==> config.mk <==
export PLATFORM = sky130hd
export DESIGN_NAME = pattern_tx_11011
export DESIGN_NICKNAME = d
export VERILOG_FILES = /design/src/rtl/pattern_tx_11011.sv
export SDC_FILE = /design/constraint.sdc
export NUM_CORES = 1
export LEC_CHECK = 0
export ABC_CLOCK_PERIOD_IN_PS = 2000
export CELL_PAD_IN_SITES_DETAIL_PLACEMENT = 1
export CELL_PAD_IN_SITES_GLOBAL_PLACEMENT = 1
export CORE_ASPECT_RATIO = 0.75
export CORE_MARGIN = 3
export CORE_UTILIZATION = 35
export CTS_BUF_LIST = sky130_fd_sc_hd__clkbuf_2
export DETAILED_ROUTE_END_ITERATION = 16
export MAX_ROUTING_LAYER = met4
export PLACE_DENSITY_LB_ADDON = 0.1
export SLEW_MARGIN = 20
export SYNTH_ARGS = -nofsm -noshare
export SYNTH_HDL_FRONTEND = slang
export SYNTH_SLANG_ARGS = --single-unit
==> constraint.sdc <==
create_clock -name clk -period 2 [get_ports clk]
set_input_delay 0.2 -clock clk [delete_from_list [all_inputs] [get_ports clk]]
set_output_delay 0.2 -clock clk [all_outputs]
set_load 0.05 [all_outputs]
==> src/rtl/pattern_tx_11011.sv <==
// Serial 11011 frame generator: emits `count` occurrences, either overlapped
// (each extra occurrence reuses the trailing 11) or separated by a 00 gap.
module pattern_tx_11011 (
  input  logic       clk,
  input  logic       rst,
  input  logic       start,
  input  logic [3:0] count,
  input  logic       overlap,
  output logic       signal,
  output logic       valid,
  output logic       hit,
  output logic       busy,
  output logic       done
);

  typedef enum logic [1:0] {IDLE, SEND, GAP, DONE} state_t;

  localparam logic [4:0] PAT = 5'b11011;

  state_t     state;
  logic [3:0] occ_left;  // occurrences still to finish, including the one on the wire
  logic       ovl;
  logic [2:0] pos;       // index into PAT of the bit currently on signal
  logic       gap_pos;

  always_ff @(posedge clk or posedge rst) begin
    if (rst) begin
      state    <= IDLE;
      occ_left <= '0;
      ovl      <= 1'b0;
      pos      <= '0;
      gap_pos  <= 1'b0;
      signal   <= 1'b0;
      valid    <= 1'b0;
      hit      <= 1'b0;
      busy     <= 1'b0;
      done     <= 1'b0;
    end else begin
      hit  <= 1'b0;
      done <= 1'b0;
      case (state)
        IDLE: begin
          signal <= 1'b0;
          valid  <= 1'b0;
          busy   <= 1'b0;
          if (start) begin
            occ_left <= count;
            ovl      <= overlap;
            busy     <= 1'b1;
            if (count == 4'd0) begin
              state <= DONE;
              done  <= 1'b1;
            end else begin
              state  <= SEND;
              pos    <= 3'd0;
              signal <= PAT[4];
              valid  <= 1'b1;
            end
          end
        end
        SEND: begin
          if (pos != 3'd4) begin
            pos    <= pos + 3'd1;
            signal <= PAT[3'd3 - pos];
            valid  <= 1'b1;
            hit    <= (pos == 3'd3);
          end else begin
            // Last bit of an occurrence just left the wire.
            occ_left <= occ_left - 4'd1;
            if (occ_left == 4'd1) begin
              state  <= DONE;
              signal <= 1'b0;
              valid  <= 1'b0;
              done   <= 1'b1;
            end else if (ovl) begin
              pos    <= 3'd2;
              signal <= PAT[2];
              valid  <= 1'b1;
            end else begin
              state   <= GAP;
              gap_pos <= 1'b0;
              signal  <= 1'b0;
              valid   <= 1'b1;
            end
          end
        end
        GAP: begin
          valid <= 1'b1;
          if (!gap_pos) begin
            gap_pos <= 1'b1;
            signal  <= 1'b0;
          end else begin
            state  <= SEND;
            pos    <= 3'd0;
            signal <= PAT[4];
          end
        end
        DONE: begin
          state  <= IDLE;
          signal <= 1'b0;
          valid  <= 1'b0;
          busy   <= 1'b0;
        end
        default: state <= IDLE;
      endcase
    end
  end

endmodule

After elaboration in Yosys (flattened, before gate mapping)
Memory sizes are Yosys's and may differ from the RTL's.
Cells that the tools add are included.
- ROM bits: 8
- input port bits: 8
- register bits: 16
- memories kept: 1
- reduce and logical (&&, ||, !) cells: 11
- $lt $le $gt $ge: 1
- eq/ne operators: 15
- $add $sub $neg: 3
- multiplexer cells: 39
- memory list (name ; words ; width ; rd ports ; clocked after Yosys merged registers in ; write ports ; line ; text):
    (no name shown) ; 8 ; 1 ; 1 ; 0 ; 0 ; 64 ; signal <= PAT[3'd3 - pos];
- operators with widths (kind ; number):
    3-bit two-way mux ; 6
    1-bit two-way mux ; 17
    2-bit two-way mux ; 6
    2-bit inequality test, second input constant ; 6
    3-bit inequality test, second input constant ; 4
    3-bit case mux with 3 select lines ; 1
    4-bit two-way mux ; 2
    1-bit case mux with 4 select lines ; 2
    2-bit case mux with 4 select lines ; 1
    4-bit case mux with 2 select lines ; 1
    4-bit AND reduction ; 2
    1-bit case mux with 2 select lines ; 3
    6-bit AND reduction ; 1
    2-bit nonzero test ; 3
    2-bit == test, second input constant ; 2
    4-bit by 1-bit == test with 1-bit output, second input constant ; 1
    4-bit logical NOT ; 1
    3-bit by 4-bit < comparator with 1-bit output, second input constant ; 1
    4-bit by 1-bit subtractor with 4-bit output, second input constant ; 1
    3-bit by 1-bit adder with 3-bit output, second input constant ; 1
    3-bit by 2-bit == test with 1-bit output, second input constant ; 1
    3-bit AND reduction ; 1
    3-bit nonzero test ; 1
    2-bit by 3-bit subtractor with 3-bit output, first input constant ; 1
    3 further kinds ; 3

Longest topological paths before layout
- depth after elaboration: 5
- gate-level depth with buffers: 6
- depth with buffers taken out: 6

Worst setup path before layout
OpenSTA, ideal clock, no wires.
- kind: reg2reg
- from: register occ_left[1]
- to: register pos[0]
- setup time: 0.125 ns
- required time: 1.875 ns
- clock period less this slack: 1.675 ns
- arrival: 1.550 ns
- path buffers: 0
- stages on the path, launching flop included: 7
- setup slack: 0.325 ns
- path through: dfrtp_1 -> inv_1 -> ha_1 -> or3b_4 -> a21oi_2 -> nand4bb_4 -> mux2_4
- longest elaborated chain between the ends: 3
- ends and longest elaborated chain (what ; line ; text):
    start: declaration ; 21 ; logic [3:0] occ_left;
    start signal: assignment ; 47 ; occ_left <= count;
    start signal: assignment ; 69 ; occ_left <= occ_left - 4'd1;
    4-bit by 1-bit == test with 1-bit output ; 70 ; if (occ_left == 4'd1) begin
    3-bit inequality test (no line) ; n/a ;
    6-bit AND reduction (no line) ; n/a ;
    end signal: assignment ; 63 ; pos <= pos + 3'd1;
    end: declaration ; 23 ; logic [2:0] pos;
No other way between the ends.
A chain may end at the register's enable or synchronous reset.

Final worst setup path
- from: register state[0]
- to: register pos[1]
- longest elaborated chain between the ends: 3
- elaborated cells between the ends (all ways): 11
- those cells by class: eq/ne: 7; mux: 1; reduce/logical: 3
- ends and longest elaborated chain (what ; line ; text):
    start: declaration ; 20 ; state_t state;
    start signal: assignment ; 28 ; state <= IDLE;
    start signal: assignment ; 51 ; state <= DONE;
    start signal: assignment ; 54 ; state <= SEND;
    2-bit by 1-bit == test with 1-bit output, or another cell as far along ; 41 ; case (state)
    3-bit inequality test (no line), or another cell as far along ; n/a ;
    6-bit AND reduction (no line) ; n/a ;
Several ways; a longest one is shown, not always the timed one.

==> flow_results.org <==
** Status
- The run finished with clean final reports.

** Detailed routing
- Post-Route WL :: 2540 µm
- In this run the remaining antenna-violating nets after routing total 0.
- Routed wire per std cell :: 16.1 µm
- The pre-antenna-repair detailed-routing pass consisted of 4 iterations.
- The detailed router placed 856 vias in this run.
- DRC :: 0
- Ratio of routed vias to standard cells :: 5.42
- In this run, the number of DRC markers left after iteration 0 of detailed routing was 30.

** CTS
- After clock tree synthesis, the clock-pin slew on the worst setup and hold paths is 0.17 ns.
- Gates resized during post-CTS repair numbered 0.
- TritonCTS built the clock tree.
- Hold-fix buffers, CTS :: 0
- In this run, CTS created clock tree buffers numbering 3.
- Max H-tree Level :: 1
- CTS sink cnt :: 16
- Once the clock tree was built, the setup fixing pass inserted 0 buffers.
- Clk root buf :: sky130_fd_sc_hd__clkbuf_2
- The clock reaches the later pin of the worst-skew pair after 0.30 ns.
- No sink is reached through more buffers than the 2 on the longest clock path.

** Critical path
- The worst setup path is captured at a flip-flop.
- The largest individual stage delay along the critical path comes from the cell sky130_fd_sc_hd__dfrtp_1.
- Buffers and inverters on the worst path :: 1
- Data arrival at the endpoint of the critical path :: 2.06 ns
- Required @ worst endpoint :: 2.21 ns
- Critical path's top delay family :: flip-flops
- Largest fanout of any net on the critical path :: 7
- Worst-case register-to-register setup slack :: 0.16 ns
- Startpoint class of the critical path :: flip-flop
- By startpoint and endpoint, the worst setup path is classified as flip-flop to flip-flop.
- Critical-path cell list :: inv_1 -> ha_1 -> nand2b_1 -> a21boi_4 -> nand4bb_4 -> mux2_4
- For this run, the slowest stage of the critical path takes 0.41 ns.

** STA
- Number of hold violations in the final report :: 0
- Total setup violations reported at the end of the flow :: 0
- Setup skew after layout :: 0.0157 ns
- Of the available clock period, the critical path in the final layout requires 92.1%.
- In the final timing run, aggregate negative setup slack is 0 ns.
- Across all hold checks on the routed design, the worst slack comes to 0.252 ns.
- For the pin with the worst max-slew slack, the measured transition is 0.633 ns.
- In this run the tightest slew margin relative to its limit is 57.8%.
- For this run, the top clock speed supported by timing is 543 MHz.
- Unrepaired setup endpoints after global routing :: false
- Min Tclk post-route :: 1.84 ns
- The final number of max-transition violations is 0.

** Synthesis
- Proportion of netlist area held by the largest area contributor :: 37.6%
- Sequential area share after synthesis :: 37.6%
- Mapped Cells :: 106
- Count of unique library cells instantiated by Yosys :: 37
- Of all flip-flops after synthesis, the portion carrying an async set or reset was 100%.
- Mean instance size in the synthesized netlist :: 10.0 µm²
- Most frequent cell after synthesis :: sky130_fd_sc_hd__dfrtp_1
- Most frequently used flop master after synthesis :: sky130_fd_sc_hd__dfrtp_1
- Flip-flop and latch count after synthesis :: 16
- The number of nets handed over by synthesis was 124.
- Most instantiated cells after synthesis :: sky130_fd_sc_hd__dfrtp_1 (16), sky130_fd_sc_hd__inv_1 (11), sky130_fd_sc_hd__ha_1 (10)
- The cell area that synthesis handed to floorplanning was 1060 µm².
- Largest cells by area after synthesis :: sky130_fd_sc_hd__dfrtp_1 (38%), sky130_fd_sc_hd__ha_1 (12%), sky130_fd_sc_hd__a21oi_1 (4.2%), sky130_fd_sc_hd__inv_1 (3.9%), sky130_fd_sc_hd__mux2i_1 (3.8%)
- Biggest area consumer among synthesized cells :: sky130_fd_sc_hd__dfrtp_1
- For this run, the number of Yosys warnings is 0.
- The synthesized design contains 0 enable-type register cells.

** Power and ir drop
- Maximum ir drop on the vdd rail :: 0.652 mV
- Leak pwr :: 0.556 nW
- Total power density per cell area :: 1480 nW/µm²

** Layout
- Of the cells placed in the final design, the portion with a size suffix greater than 1 is 14.8%.
- Total number of nets in the final design :: 141
- Diodes inserted :: 0
- Post-synthesis to final-layout area growth :: 17.9%
- Fill count :: 326

** Placement
- Weighted congestion reported at the end of routability-driven placement :: 0.808
- Port Buf Inserts :: 12
- Once detailed placement completed, the half-perimeter wirelength came to 2020 µm.

** Floorplanning
- In this run the vertical extent of the chip is 53.7 µm.
- Count of standard-cell rows :: 16
- The die covers 3740 µm².
- Die outline width :: 69.7 µm
- The core region is 2740 µm².
- For this configuration, the core starts out at a cell density of 38.8%.
- Top-level port count :: 13

** GRT
- Global routing finished with a remaining overflow of 0.
- The initial antenna violation count is 0.
- Global routing used 16.0% of the available tracks across all layers.
- The number of global-route vias before repair is 912.
- The first global-routing pass estimated 4470 µm of wire.
- Entering global routing, the biggest net connects 17 pins.

** Flow run
- Maximum capacitance violations :: 0

** Min path
- The tightest min-delay check is of the primary input to asynchronous set/reset pin type.
-- metal layers --
layer | global-route usage, % | wire length, µm | vias to the layer above
met1 | 21.4 | 1310 | 427
met2 | 25.0 | 1100 | 20
li1 | - | - | 407
met5 | - | 0 | -
met4 | 1.91 | 13 | 0
met3 | 4.66 | 116 | 2
-- metrics by stage --
step	instance area [µm²]	utilization [%]	total power [mW]	cells	worst slack (ns)
after floorplan	1060	-	1.39	106	0.325
after global placement	1230	45.0	1.69	154	0.149
after detailed placement	1230	45.0	1.72	154	0.139
after CTS	1250	45.7	1.88	158	0.151
after global routing	1250	45.7	2.05	158	0.0120
final	1250	45.7	1.86	158	0.158
-- path summary, 6_finish.rpt --
path / start / endpoint / cells past startpoint
setup / recovery: state[0] / pos[1] / 6
min in group clk: busy / busy / 2
hold / removal: rst / pos[2] / 2
hold reg to reg: busy / busy / 2
setup reg to reg: state[0] / pos[1] / 6
max in group asynchronous: rst / ovl / 2
-- logic make-up after synthesis --
group	Yosys count	share of synthesized area, %
buffers and inverters	13	4.71
multiplexers	7	7.65
flip-flops	16	37.6
AO/OA/AOI/OAI	29	19.6
adder cells (fa/ha/maj)	10	11.8
AND/OR/NAND/NOR	31	18.6
-- state kept, by name, summed over array words and instances (netlist names) --
signal	cells
done	1
busy	1
pos	3
valid	1
hit	1
signal	1
ovl	1
occ_left	4
state	2
gap_pos	1
-- layout make-up --
class                   instances  area, µm²  area share (%)
multi-input cells              77        613            48.9
flip-flops and latches         16        400            31.9
repair buffers                 14        135            10.8
well taps                      36       45.0            3.59
inverters                      11       41.3            3.29
clock buffers                   3       15.0            1.20
clock inverters                 1       3.75           0.299
-- cell usage in the layout (no fill, tap or decap), drive strengths merged, types with 2 or more instances in the layout --
| cell type | count |
|---|---|
| o31ai | 2 |
| dfrtp | 16 |
| mux2i | 4 |
| nor3 | 2 |
| buf | 2 |
| o21ai | 5 |
| nand3 | 3 |
| nand4 | 2 |
| nand2 | 7 |
| mux2 | 3 |
| inv | 11 |
| ha | 10 |
| nor2 | 8 |
| nand4bb | 2 |
| nor4 | 2 |
| or2 | 2 |
| clkbuf | 3 |
| clkdlybuf4s50 | 12 |
| a21oi | 10 |
-- where the power goes --
part / internal (mW) / switching [mW] / total (mW)
Combinational: 0.489 / 0.653 / 1.14
Sequential: 0.451 / 0.118 / 0.569
Clock: 0.0434 / 0.106 / 0.149
(Power assumes the default switching activity.)
